## config.mk

```make
export PLATFORM = sky130hd
export DESIGN_NAME = main_mem_harness
export DESIGN_NICKNAME = d
export VERILOG_FILES = /design/src/rtl/main_harness_pkg.sv /design/src/rtl/main_slave_port.sv /design/src/rtl/main_mem_harness.sv
export SDC_FILE = /design/constraint.sdc
export NUM_CORES = 1
export LEC_CHECK = 0
export BUFFER_PORTS_ARGS = -buffer_cell sky130_fd_sc_hd__buf_2
export CAP_MARGIN = 10
export CORE_AREA = 2 2 157 159
export CTS_BUF_LIST = sky130_fd_sc_hd__clkbuf_4 sky130_fd_sc_hd__clkbuf_8
export DETAILED_ROUTE_END_ITERATION = 10
export DIE_AREA = 0 0 159 161
export PLACE_DENSITY_LB_ADDON = 0.25
export SYNTH_ARGS = -nofsm -noshare
export SYNTH_HDL_FRONTEND = slang
export SYNTH_SLANG_ARGS = --single-unit
```

## constraint.sdc

```tcl
create_clock -name clk -period 5.23 [get_ports clk]
set_input_delay 0.7845 -clock clk [delete_from_list [all_inputs] [get_ports clk]]
set_output_delay 0.7845 -clock clk [all_outputs]
set_load 0.02 [all_outputs]
```

## src/rtl/main_harness_pkg.sv

```systemverilog
// Shared types and constants for the `main` run controller and its slave-port sequencer.
package main_harness_pkg;

    typedef enum logic [3:0] {
        S_IDLE,
        S_LOAD,
        S_WR_WAIT,
        S_START,
        S_RUN,
        S_RD_REQ,
        S_RD_WAIT,
        S_OUT,
        S_TMO
    } state_e;

    typedef enum logic [1:0] {
        RUN_IDLE    = 2'd0,
        RUN_BUSY    = 2'd1,
        RUN_DONE    = 2'd2,
        RUN_TIMEOUT = 2'd3
    } run_status_e;

    // Only channel 0 of the dual-channel slave bus is driven; it occupies the low slice.
    localparam int WORD_W     = 32;
    localparam int WORD_BYTES = 4;
    localparam int SIZE_32    = 32;

endpackage

```

## src/rtl/main_slave_port.sv

```systemverilog
// Channel-0 sequencer for `main`'s slave RAM port: registers one read or write request
// and holds it stable until the slave acknowledges it.
module main_slave_port
    import main_harness_pkg::*;
#(
    parameter int ADDR_W = 9,
    parameter int DATA_W = 64,
    parameter int SIZE_W = 7
) (
    input  logic                  clk,
    input  logic                  rst_n,
    input  logic                  req_rd,
    input  logic                  req_wr,
    input  logic [ADDR_W-1:0]     req_addr,
    input  logic [WORD_W-1:0]     req_wdata,
    output logic                  ack,
    output logic [WORD_W-1:0]     rd_word,
    output logic [1:0]            S_oe_ram,
    output logic [1:0]            S_we_ram,
    output logic [2*ADDR_W-1:0]   S_addr_ram,
    output logic [2*DATA_W-1:0]   S_Wdata_ram,
    output logic [2*SIZE_W-1:0]   S_data_ram_size,
    input  logic [2*DATA_W-1:0]   Sout_Rdata_ram,
    input  logic [1:0]            Sout_DataRdy
);

    logic              oe_q, oe_d;
    logic              we_q, we_d;
    logic [ADDR_W-1:0] addr_q, addr_d;
    logic [WORD_W-1:0] wdata_q, wdata_d;
    logic              pending;
    logic              unused_slave_bits;

    assign pending = oe_q | we_q;
    assign ack     = pending & Sout_DataRdy[0];
    assign rd_word = Sout_Rdata_ram[WORD_W-1:0];

    always_comb begin
        // NOTE: every always_comb output gets a default first so no path infers a latch.
        oe_d    = oe_q;
        we_d    = we_q;
        addr_d  = addr_q;
        wdata_d = wdata_q;
        if (ack) begin
            oe_d    = 1'b0;
            we_d    = 1'b0;
            addr_d  = '0;
            wdata_d = '0;
        end else if (!pending && (req_rd || req_wr)) begin
            oe_d    = req_rd;
            we_d    = req_wr;
            addr_d  = req_addr;
            wdata_d = req_wr ? req_wdata : '0;
        end
    end

    always_ff @(posedge clk or negedge rst_n) begin
        // NOTE: sequential state uses non-blocking assignments so all flops update together.
        if (!rst_n) begin
            oe_q    <= 1'b0;
            we_q    <= 1'b0;
            addr_q  <= '0;
            wdata_q <= '0;
        end else begin
            oe_q    <= oe_d;
            we_q    <= we_d;
            addr_q  <= addr_d;
            wdata_q <= wdata_d;
        end
    end

    assign S_oe_ram        = {1'b0, oe_q};
    assign S_we_ram        = {1'b0, we_q};
    assign S_addr_ram      = {{ADDR_W{1'b0}}, addr_q};
    assign S_Wdata_ram     = {{(2*DATA_W-WORD_W){1'b0}}, wdata_q};
    assign S_data_ram_size = {{SIZE_W{1'b0}}, pending ? SIZE_W'(SIZE_32) : {SIZE_W{1'b0}}};

    // Upper read-data bits and the channel-1 acknowledge carry nothing for this array.
    assign unused_slave_bits = ^{Sout_Rdata_ram[2*DATA_W-1:WORD_W], Sout_DataRdy[1]};

endmodule

```

## src/rtl/main_mem_harness.sv

```systemverilog
// Run controller for the HLS `main` core: loads the array through the slave RAM port,
// pulses start, times the run until done, then streams the sorted array back out.
module main_mem_harness
    import main_harness_pkg::*;
#(
    parameter int          NWORDS    = 100,
    parameter int          BASE_ADDR = 0,
    parameter int          ADDR_W    = 9,
    parameter int          DATA_W    = 64,
    parameter int          SIZE_W    = 7,
    parameter int unsigned TIMEOUT   = 200000000
) (
    input  logic                  clk,
    input  logic                  rst_n,
    input  logic                  in_valid,
    output logic                  in_ready,
    input  logic [WORD_W-1:0]     in_data,
    output logic                  out_valid,
    input  logic                  out_ready,
    output logic [WORD_W-1:0]     out_data,
    output logic                  out_last,
    output logic [31:0]           run_cycles,
    output logic [1:0]            run_status,
    output logic                  start_port,
    input  logic                  done_port,
    output logic [1:0]            S_oe_ram,
    output logic [1:0]            S_we_ram,
    output logic [2*ADDR_W-1:0]   S_addr_ram,
    output logic [2*DATA_W-1:0]   S_Wdata_ram,
    output logic [2*SIZE_W-1:0]   S_data_ram_size,
    input  logic [2*DATA_W-1:0]   Sout_Rdata_ram,
    input  logic [1:0]            Sout_DataRdy
);

    localparam int IDX_W = (NWORDS > 1) ? $clog2(NWORDS) : 1;

    state_e            state_q, state_d;
    run_status_e       run_status_q, run_status_d;
    logic [IDX_W-1:0]  idx_q, idx_d;
    logic [31:0]       counter_q, counter_d;
    logic [31:0]       run_cycles_q, run_cycles_d;
    logic              in_ready_q, in_ready_d;
    logic              start_port_q, start_port_d;
    logic              out_valid_q, out_valid_d;
    logic              out_last_q, out_last_d;
    logic [WORD_W-1:0] out_data_q, out_data_d;

    logic              req_rd, req_wr, port_ack, last_idx;
    logic [ADDR_W-1:0] req_addr;
    logic [WORD_W-1:0] rd_word;

    function automatic logic [ADDR_W-1:0] word_addr(input logic [IDX_W-1:0] idx);
        return ADDR_W'(BASE_ADDR + WORD_BYTES * int'(idx));
    endfunction

    assign last_idx = (idx_q == IDX_W'(NWORDS - 1));
    assign req_addr = word_addr(idx_q);

    always_comb begin
        state_d      = state_q;
        run_status_d = run_status_q;
        idx_d        = idx_q;
        counter_d    = counter_q;
        run_cycles_d = run_cycles_q;
        out_valid_d  = out_valid_q;
        out_last_d   = out_last_q;
        out_data_d   = out_data_q;
        req_rd       = 1'b0;
        req_wr       = 1'b0;

        unique case (state_q)
            S_IDLE, S_LOAD: begin
                if (in_valid && in_ready_q) begin
                    req_wr       = 1'b1;
                    run_status_d = RUN_BUSY;
                    state_d      = S_WR_WAIT;
                end
            end
            S_WR_WAIT: begin
                if (port_ack) begin
                    if (last_idx) begin
                        idx_d     = '0;
                        counter_d = 32'd1;
                        state_d   = S_START;
                    end else begin
                        idx_d   = idx_q + 1'b1;
                        state_d = S_LOAD;
                    end
                end
            end
            // done_port is deliberately not sampled here: a stale done from the previous run is ignored.
            S_START: begin
                counter_d = counter_q + 32'd1;
                state_d   = S_RUN;
            end
            S_RUN: begin
                if (done_port) begin
                    run_cycles_d = counter_q;
                    state_d      = S_RD_REQ;
                end else if (counter_q >= TIMEOUT) begin
                    run_status_d = RUN_TIMEOUT;
                    state_d      = S_TMO;
                end else begin
                    counter_d = counter_q + 32'd1;
                end
            end
            S_RD_REQ: begin
                req_rd  = 1'b1;
                state_d = S_RD_WAIT;
            end
            S_RD_WAIT: begin
                if (port_ack) begin
                    out_data_d  = rd_word;
                    out_valid_d = 1'b1;
                    out_last_d  = last_idx;
                    state_d     = S_OUT;
                end
            end
            S_OUT: begin
                if (out_ready) begin
                    out_valid_d = 1'b0;
                    out_last_d  = 1'b0;
                    if (last_idx) begin
                        idx_d        = '0;
                        run_status_d = RUN_DONE;
                        state_d      = S_IDLE;
                    end else begin
                        idx_d   = idx_q + 1'b1;
                        state_d = S_RD_REQ;
                    end
                end
            end
            S_TMO: begin
            end
            default: state_d = S_IDLE;
        endcase

        in_ready_d   = (state_d == S_IDLE) || (state_d == S_LOAD);
        start_port_d = (state_d == S_START);
    end

    always_ff @(posedge clk or negedge rst_n) begin
        if (!rst_n) begin
            state_q      <= S_IDLE;
            run_status_q <= RUN_IDLE;
            idx_q        <= '0;
            counter_q    <= '0;
            run_cycles_q <= '0;
            in_ready_q   <= 1'b0;
            start_port_q <= 1'b0;
            out_valid_q  <= 1'b0;
            out_last_q   <= 1'b0;
            out_data_q   <= '0;
        end else begin
            state_q      <= state_d;
            run_status_q <= run_status_d;
            idx_q        <= idx_d;
            counter_q    <= counter_d;
            run_cycles_q <= run_cycles_d;
            in_ready_q   <= in_ready_d;
            start_port_q <= start_port_d;
            out_valid_q  <= out_valid_d;
            out_last_q   <= out_last_d;
            out_data_q   <= out_data_d;
        end
    end

    main_slave_port #(
        .ADDR_W (ADDR_W),
        .DATA_W (DATA_W),
        .SIZE_W (SIZE_W)
    ) u_slave_port (
        .clk             (clk),
        .rst_n           (rst_n),
        .req_rd          (req_rd),
        .req_wr          (req_wr),
        .req_addr        (req_addr),
        .req_wdata       (in_data),
        .ack             (port_ack),
        .rd_word         (rd_word),
        .S_oe_ram        (S_oe_ram),
        .S_we_ram        (S_we_ram),
        .S_addr_ram      (S_addr_ram),
        .S_Wdata_ram     (S_Wdata_ram),
        .S_data_ram_size (S_data_ram_size),
        .Sout_Rdata_ram  (Sout_Rdata_ram),
        .Sout_DataRdy    (Sout_DataRdy)
    );

    assign in_ready   = in_ready_q;
    assign start_port = start_port_q;
    assign out_valid  = out_valid_q;
    assign out_last   = out_last_q;
    assign out_data   = out_data_q;
    assign run_cycles = run_cycles_q;
    assign run_status = run_status_q;

endmodule

```

Word level (Yosys, flattened, before mapping)
Cells that the tools add are included.
W data, S select, Z words.

operators by class
  bitwise operators = 2
  mux-type cells = 42
  equality and inequality tests = 20
  reduce and logical (&&, ||, !) cells = 19
  $add $sub $neg = 2
  $lt $le $gt $ge = 1

operators with widths
  kind                     count
  $mux W32                 7
  $pmux W32 S3             1
  $add A32 B1 Y32 const B  1
  $ge A32 B28 Y1 const B   1
  $pmux W4 S8              1
  $mux W4                  6
  $mux W7                  3
  $mux W9                  2
  $ne A2 B2 Y1 const B     9
  $eq A4 B3 Y1 const B     4
  $pmux W7 S2              1
  $eq A4 B2 Y1 const B     3
  $mux W2                  6
  $mux W1                  10
  $eq A4 B1 Y1 const B     2
  $logic_not A4 Y1         2
  $add A7 B1 Y7 const B    1
  $eq A7 B7 Y1 const B     1
  $mux W6                  1
  $pmux W2 S3              1
  $reduce_and A3 Y1        2
  $reduce_and A6 Y1        1
  $reduce_bool A2 Y1       3
  $reduce_bool A3 Y1       2
  11 further kinds         15

word-level totals
  output and inout bits = 234
  bits in registers = 156

Logic depth before layout (Yosys ltp)
Gate-level depths: netlist of the first run.

  word-level depth = 7
  depth in mapped cells = 8
  mapped depth without buffers = 7

Modules after synthesis
From an unflattened synthesis of the first run, not the netlist that was laid out.

second synthesis, totals
  cells, all modules = 772
  area total of the unflattened synthesis = 7,937.6 µm²

modules (own cells, without submodules)
  module            cells each  sequential area each (µm²)  instances  area each (µm²)
  main_mem_harness  505         2,827.7                     1          5,144.9
  main_slave_port   267         1,076.0                     1          2,792.7

Worst setup path before layout of the first run
Ideal clock, no wire load.

  kind = input port to flip-flop
  start = input in_valid
  end = register u_slave_port.wdata_q[0]
  arrival = 2,141 ps
  setup time = 121 ps
  required time = 5,109 ps
  slack = 2,968 ps
  stages on the path = 6
  cell sequence = nand2_1 > or4_1 > a21oi_1 > nor2_1 > clkbuf_1 > a22o_1

between the ends
  word-level cells in the longest chain between the ends = 6
  elaborated cells on any way between the ends = 9
  those cells by class = 5 x mux; 4 x reduce/logical

ends and longest elaborated chain
  item                                                    line                                          RTL
  start: declaration                                      main_mem_harness.sv:15                        input logic in_valid,
  $logic_and A1 B1 Y1 *                                   main_mem_harness.sv:73                        if (in_valid && in_ready_q) begin
  $mux W1 *                                               main_mem_harness.sv:73
  $mux W1 *                                               main_mem_harness.sv:71                        unique case (state_q)
  $mux W32 / $logic_or A1 B1 Y1 (equally long branches)   main_slave_port.sv:53, main_slave_port.sv:49
  $mux W32 / $logic_and A1 B1 Y1 (equally long branches)  main_slave_port.sv:49                         end else if (!pending && (req_rd || req_wr)) begin
  $mux W32 / $reduce_bool A2 Y1 (equally long branches)   -
  end signal: assignment                                  main_slave_port.sv:68                         wdata_q <= wdata_d;
  end: declaration                                        main_slave_port.sv:30                         logic [WORD_W-1:0] wdata_q, wdata_d;

Every way passes the cells marked *; elsewhere a longest branch is shown, timed or not. The select of a mux whose other input is x is not followed.
A chain may end at the register's enable or synchronous reset.

Worst setup path after layout of the first run
  start = register idx_q[0]
  end = register counter_q[31]

between the ends
  word-level cells in the longest chain between the ends = 3

ends and longest elaborated chain
  item                         line                     RTL
  start: declaration           main_mem_harness.sv:39   logic [IDX_W-1:0] idx_q, idx_d;
  start signal: assignment     main_mem_harness.sv:157  idx_q <= idx_d;
  $eq A7 B7 Y1                 main_mem_harness.sv:56   assign last_idx = (idx_q == IDX_W'(NWORDS - 1));
  $ne A2 B2 Y1 (no line)       -
  $reduce_and A5 Y1 (no line)  -
  end signal: assignment       main_mem_harness.sv:158  counter_q <= counter_d;
  end: declaration             main_mem_harness.sv:40   logic [31:0] counter_q, counter_d;

No other way between the ends.

==> results.py, run 1 <==
metrics = {
    "finish": {
        "fin_nets": 1029,
        "area_growth_pct": 15.77,
        "final_cell_mix": "buf_2 (180), dfrtp_1 (154), conb_1 (122)",
        "diodes": 0,
        "final_common_cell": "buf_2",
        "drive_gt1_frac": 0.3452,
    },
    "global_route": {
        "grt_pass1_vias": 5175,
        "grtUsageTotal": 0.1352,
        "antenna_found_initial": 1,
        "grt_overflow": 0,
        "grt_max_degree": 67,
        "grt_pass1_wl_um": 27460,
    },
    "floorplan": {
        "die_h_um": 161,
        "start_util": 0.3173,
        "pin_count": 401,
        "die_w_um": 159,
        "rows": 57,
        "coreArea_sq_um": 23960,
        "dieArea_sq_um": 25600,
    },
    "clocking": {
        "cts_tree": "yes",
        "cts_max_path_buffers": 2,
        "cts_buffers": 17,
        "cts-resized-gates": 0,
        "path_clk_slew_ps": 100,
        "clock_sinks": 154,
        "post_cts_buffers": 0,
        "root_buffer": "clkbuf_8",
        "clock_latency_ps": 460,
        "cts.htree.levels": 4,
        "cts_hold_repair.buffers": 0,
    },
    "setup_path": {
        "regToRegStartpoint": "idx_q[0]",
        "slowest_delay_ps": 770,
        "cpMaxStageDelayCell": "and4_1",
        "reg2reg_depth": 8,
        "worstSetupStartpoint": "idx_q[0]",
        "crit_family": "simple AND/OR/NAND/NOR gates",
        "critPathLaunchType": "flip-flop",
        "reg2reg_to": "counter_q[31]",
        "cp_data_arrival_time_ps": 3640,
        "cp_cell_sequence": "ha_1 > nor4bb_1 > and4_1 > buf_4 > o2111ai_1 > nor4b_2 > xnor2_1 > nor2_1",
        "cp_num_buf_inv": 1,
        "cp-end-kind": "flip-flop",
        "critical_path_class": "flip-flop to flip-flop",
        "cp.required_ps": 5570,
        "r2r_slack_ps": 1920,
        "crit_fanout": 19,
    },
    "timing": {
        "rsz0062_at_grt": "false",
        "relSlewSlack": 0.2638,
        "timing.setup.tns_ps": 0,
        "fin_skew_ps": 17.12,
        "fmax_ghz": 0.3026,
        "period_needed_ps": 3305,
        "finalHoldViolations": 0,
        "whs_ps": 287.8,
        "fin_crit_sh": 0.6319,
        "setup_viol": 0,
        "maxSlewViolCount": 0,
        "worst_slew_pin_slew_ps": 1104,
    },
    "flow_run": {
        "cap_violations": 0,
    },
    "synthesis": {
        "synth_edf_count": 0,
        "synth_top_area_cell": "dfrtp_1",
        "netlist_instances": 683,
        "async_reset_ff_frac": 1.000,
        "synth-seq-cells": 154,
        "yosysSeqAreaShare": 0.5069,
        "ys_warn_count": 0,
        "syn-mean-instance-area_sq_um": 11.13,
        "synth_flop_cell": "dfrtp_1",
        "syn_area_sq_um": 7602,
        "synthTopCellsByArea": "dfrtp_1 (51%), buf_4 (12%), mux2_2 (8.7%)",
        "ys_types": 58,
        "synth_top_area_frac": 0.5069,
    },
    "detailed_routing": {
        "dr.pass1.iters": 4,
        "vias": 5186,
        "totalWireLength_um": 17180,
        "via_per_inst": 4.336,
        "drc": 0,
        "wl_per_cell_um": 14.36,
        "drtIter0Drc": 240,
        "drtAntennaViolNets": 0,
    },
    "placed_design": {
        "place_congestion": 0.7765,
        "hpwl_um": 12370,
        "port_buffers": 181,
    },
    "worst_hold_path": {
        "min_path_type": "input pin to async pin",
    },
    "power_and_ir_drop": {
        "fin_total_pwr_mw": 4.074,
        "peakVddDrop_mv": 0.2525,
        "p_per_area_nw_per_um2": 463.0,
        "p_leak_nw": 4.545,
    },
    "run_status": {
        "outcome": "finished clean",
    },
}
-- sequential cells by signal, indices dropped and copies added, names as in the netlist --
| signal | cells |
|---|---|
| u_slave_port.oe_q | 1 |
| start_port | 1 |
| u_slave_port.we_q | 1 |
| state_q | 4 |
| idx_q | 7 |
| out_last | 1 |
| u_slave_port.addr_q | 7 |
| run_cycles | 32 |
| counter_q | 32 |
| out_valid | 1 |
| in_ready | 1 |
| u_slave_port.wdata_q | 32 |
| run_status | 2 |
| out_data | 32 |
-- worst max-delay path by stage --
stage	endpoint	slack, ps	cells past startpoint
2_1_floorplan	u_slave_port.wdata_q[0]	2970	6
3_3_place_gp	counter_q[31]	1960	8
3_5_place_dp	counter_q[31]	1930	8
4_1_cts	counter_q[31]	1890	8
5_1_grt	counter_q[31]	1620	8
6_report	counter_q[31]	1920	8
-- per-layer routing --
| metal | wire, um | GRT usage | up-vias | part of all wire |
|---|---|---|---|---|
| met5 | 13 | 0 | - | 0.00076 |
| met4 | 249 | 0.04545 | 2 | 0.014 |
| met3 | 1525 | 0.05367 | 21 | 0.089 |
| met2 | 8217 | 0.2176 | 204 | 0.48 |
| met1 | 7171 | 0.1663 | 2492 | 0.42 |
| li1 | - | - | 2467 | - |
-- cell families (layout without fill, tap and decap cells) --
| kind of cell | Yosys count | after routing | synth area share |
|---|---|---|---|
| buffers and inverters | 161 | 229 | 0.1427 |
| and+or+nand+nor | 182 | 182 | 0.1315 |
| DFF | 154 | 154 | 0.5069 |
| AOI/OAI and AO/OA | 91 | 91 | 0.08888 |
| muxes | 60 | 60 | 0.08887 |
| other | 1 | 122 | 0.0004933 |
| adders and majority gates | 3 | 3 | 0.004938 |
| xor gates and xnor gates | 31 | 31 | 0.03571 |
-- synth_stat cells, drive strengths merged, types with 4 or more instances --
master and instances:
dfrtp 154, buf 129, mux2 60, nand2 48
nor2 46, a22o 33, xnor2 29, o21ai 26
clkbuf 23, nor3 18, nand3 14, a21oi 9
inv 9, nor4 8, nor4b 7, nand4 6
nand2b 5, and3 4, and4 4, nor2b 4
nor3b 4
-- power by group --
part           switching (mW)  internal (mW)  total (mW)
sequential              0.207           1.47        1.68
clock                   0.510          0.458       0.968
combinational           0.906          0.522        1.43
-- per-stage QoR --
step | instances | setup WS, ps | area (sq um) | utilization
floorplan | 804 | 2968 | 8056 | -
global placement | 1164 | 1958 | 8381 | 0.3497
detailed placement | 1164 | 1928 | 8381 | 0.3497
CTS | 1196 | 1892 | 8801 | 0.3673
global route | 1196 | 1622 | 8801 | 0.3673
finish | 1196 | 1925 | 8801 | 0.3673
-- cell type report --
type	count	area, sq um
Timing Repair Buffer	188	964.7
Clock inverter	14	172.7
Sequential cell	154	3854
Inverter	9	33.78
Fill cell	2438	15160
Multi-Input combinational cell	489	3123
Tap cell	324	405.4
Clock buffer	18	247.7
Note: power is estimated with default switching activity, not from simulation.
==> inputs of run 2 (changes only) <==
CORE_AREA = 2 2 155 157   (was 2 2 157 159)
DIE_AREA = 0 0 157 159   (was 0 0 159 161)
clock period = 3.21 ns   (was 5.23 ns; I/O delays follow)
==> run 2 against run 1 <==
  * Via count fell by 0.56%
  * Critical path type unchanged
  * Power up 63%
  * Combinational power increased by 62%
  * First-iteration DRC count is 6.7% higher
  * Wire length down 6.3%
  * Sequential power rose by 61%
  * Cell area up 0.80%
  * Utilization is 1.5 points higher
  * Clock skew fell by 4.1 ps
  * Cell count hardly changed
  * Largest power group unchanged
  * Clock power increased by 66%
==> results.py, run 2 (synthesis gave the netlist of run 1 again) <==
metrics = {
    "floorplan": {
        "die_h_um": 159,
        "start_util": 0.3278,
        "coreArea_sq_um": 23190,
        "dieArea_sq_um": 24960,
        "rows": 56,
        "die_w_um": 157,
        "pin_count": 401,
    },
    "clocking": {
        "clock_latency_ps": 440,
        "cts-resized-gates": 0,
        "cts_tree": "yes",
        "cts_buffers": 17,
        "clock_sinks": 154,
        "post_cts_buffers": 0,
        "root_buffer": "clkbuf_8",
        "cts_max_path_buffers": 2,
        "cts_hold_repair.buffers": 1,
        "cts.htree.levels": 4,
        "path_clk_slew_ps": 90,
    },
    "finish": {
        "regArea_sq_um": 3854,
        "diodes": 0,
        "fin_nets": 1035,
        "nFillCells": 2361,
        "final_util": 0.3825,
        "area_growth_pct": 16.69,
        "final_common_cell": "buf_2",
        "final_cell_mix": "buf_2 (180), dfrtp_1 (154), conb_1 (122)",
        "multiInputGateArea_sq_um": 3123,
        "drive_gt1_frac": 0.3485,
    },
    "power_and_ir_drop": {
        "p_int_mw": 4.122,
        "power_frac_seq": 0.408,
        "peakVddDrop_mv": 0.4065,
        "p_leak_nw": 4.586,
        "fin_total_pwr_mw": 6.645,
        "clkPwrFrac": 0.242,
        "p_per_area_nw_per_um2": 749.1,
        "p_switching_mw": 2.523,
        "power.share.combinational": 0.350,
        "switching_share": 0.3797,
    },
    "timing": {
        "whs_ps": 244.8,
        "period_needed_ps": 2763,
        "worst_slack_ps": 447.0,
        "timing.setup.tns_ps": 0,
        "relSlewSlack": 0.4324,
        "finalHoldViolations": 0,
        "fin_crit_sh": 0.8607,
        "fmax_ghz": 0.3619,
        "fin_skew_ps": 13.01,
        "rsz0062_at_grt": "false",
        "setup_viol": 0,
        "maxSlewViolCount": 0,
        "worst_slew_pin_slew_ps": 845.7,
    },
    "worst_hold_path": {
        "worstHoldPathCells": 2,
        "min_to": "u_slave_port.wdata_q[26]",
        "min_path_type": "input pin to flip-flop",
        "hold_path_startpoint": "in_data[26]",
    },
    "setup_path": {
        "cp.required_ps": 3540,
        "reg2reg_to": "counter_q[16]",
        "crit_fanout": 12,
        "reg2reg_depth": 7,
        "critical_path_class": "flip-flop to flip-flop",
        "r2r_slack_ps": 450,
        "cp-end-kind": "flip-flop",
        "cp_data_arrival_time_ps": 3100,
        "critPathLaunchType": "flip-flop",
        "regToRegStartpoint": "idx_q[0]",
    },
    "detailed_routing": {
        "via_per_inst": 4.308,
        "vias": 5157,
        "drtIter0Drc": 256,
        "drc": 0,
        "totalWireLength_um": 16100,
        "dr.pass1.iters": 4,
        "drtAntennaViolNets": 0,
        "wl_per_cell_um": 13.45,
    },
    "placed_design": {
        "dp_slack_ps": 446.9,
        "place_congestion": 0.7657,
        "port_buffers": 181,
        "hpwl_um": 11480,
    },
    "global_route": {
        "grt_pass1_wl_um": 25760,
        "grtUsageTotal": 0.1293,
        "grt_overflow": 0,
        "grt_max_degree": 74,
        "antenna_found_initial": 1,
        "grt_pass1_vias": 4946,
    },
    "flow_run": {
        "cap_violations": 0,
    },
    "run_status": {
        "outcome": "finished clean",
    },
}
-- run 2: metal layers --
layer	global-route usage	vias up	wire (um)
li1	-	2491	-
met1	0.1683	2476	6972
met2	0.2065	180	7739
met3	0.05226	8	1308
met4	0.02002	2	63
met5	0	-	13
-- run 2: final cells by class --
| cell class | instances | share of cell area |
|---|---|---|
| timing repair buffer | 194 | 0.1155 |
| clock inverter | 14 | 0.02200 |
| multi-input combinational | 489 | 0.3520 |
| sequential | 154 | 0.4344 |
| tap | 319 | 0.04499 |
| inverter | 9 | 0.003808 |
| clock buffer | 18 | 0.02722 |
-- run 2: stage by stage --
step	std cells	cell area, sq um
2_1_floorplan	804	8056
3_3_place_gp	1164	8424
3_5_place_dp	1164	8424
4_1_cts	1197	8871
5_1_grt	1197	8871
6_report	1197	8871
-- run 2: how the worst max path moves through the flow --
stage	from	to	slack (ps)	depth (start not counted)
3_5_place_dp	idx_q[0]	counter_q[16]	450	7
4_1_cts	idx_q[0]	counter_q[16]	410	7
6_report	idx_q[0]	counter_q[16]	450	7
5_1_grt	idx_q[0]	counter_q[16]	180	7
2_1_floorplan	idx_q[0]	counter_q[31]	1050	8
3_3_place_gp	idx_q[0]	counter_q[16]	430	7
-- run 2: critical path: stages (launching register included) --
cell	delay (ps)
dfrtp_1	430
ha_1	290
nor4bb_1	380
and4_1	560
o21ai_1	400
nor4b_2	390
xnor2_1	160
nor2_1	50
-- run 2: power groups by stage --
stage	Sequential [mW]	Clock [mW]	Combinational [mW]
after floorplan	3.17	0	1.26
after global placement	2.74	0	2.35
after detailed placement	2.74	0	2.37
after CTS	2.72	1.68	2.36
after global routing	2.78	1.76	2.54
final	2.71	1.61	2.32
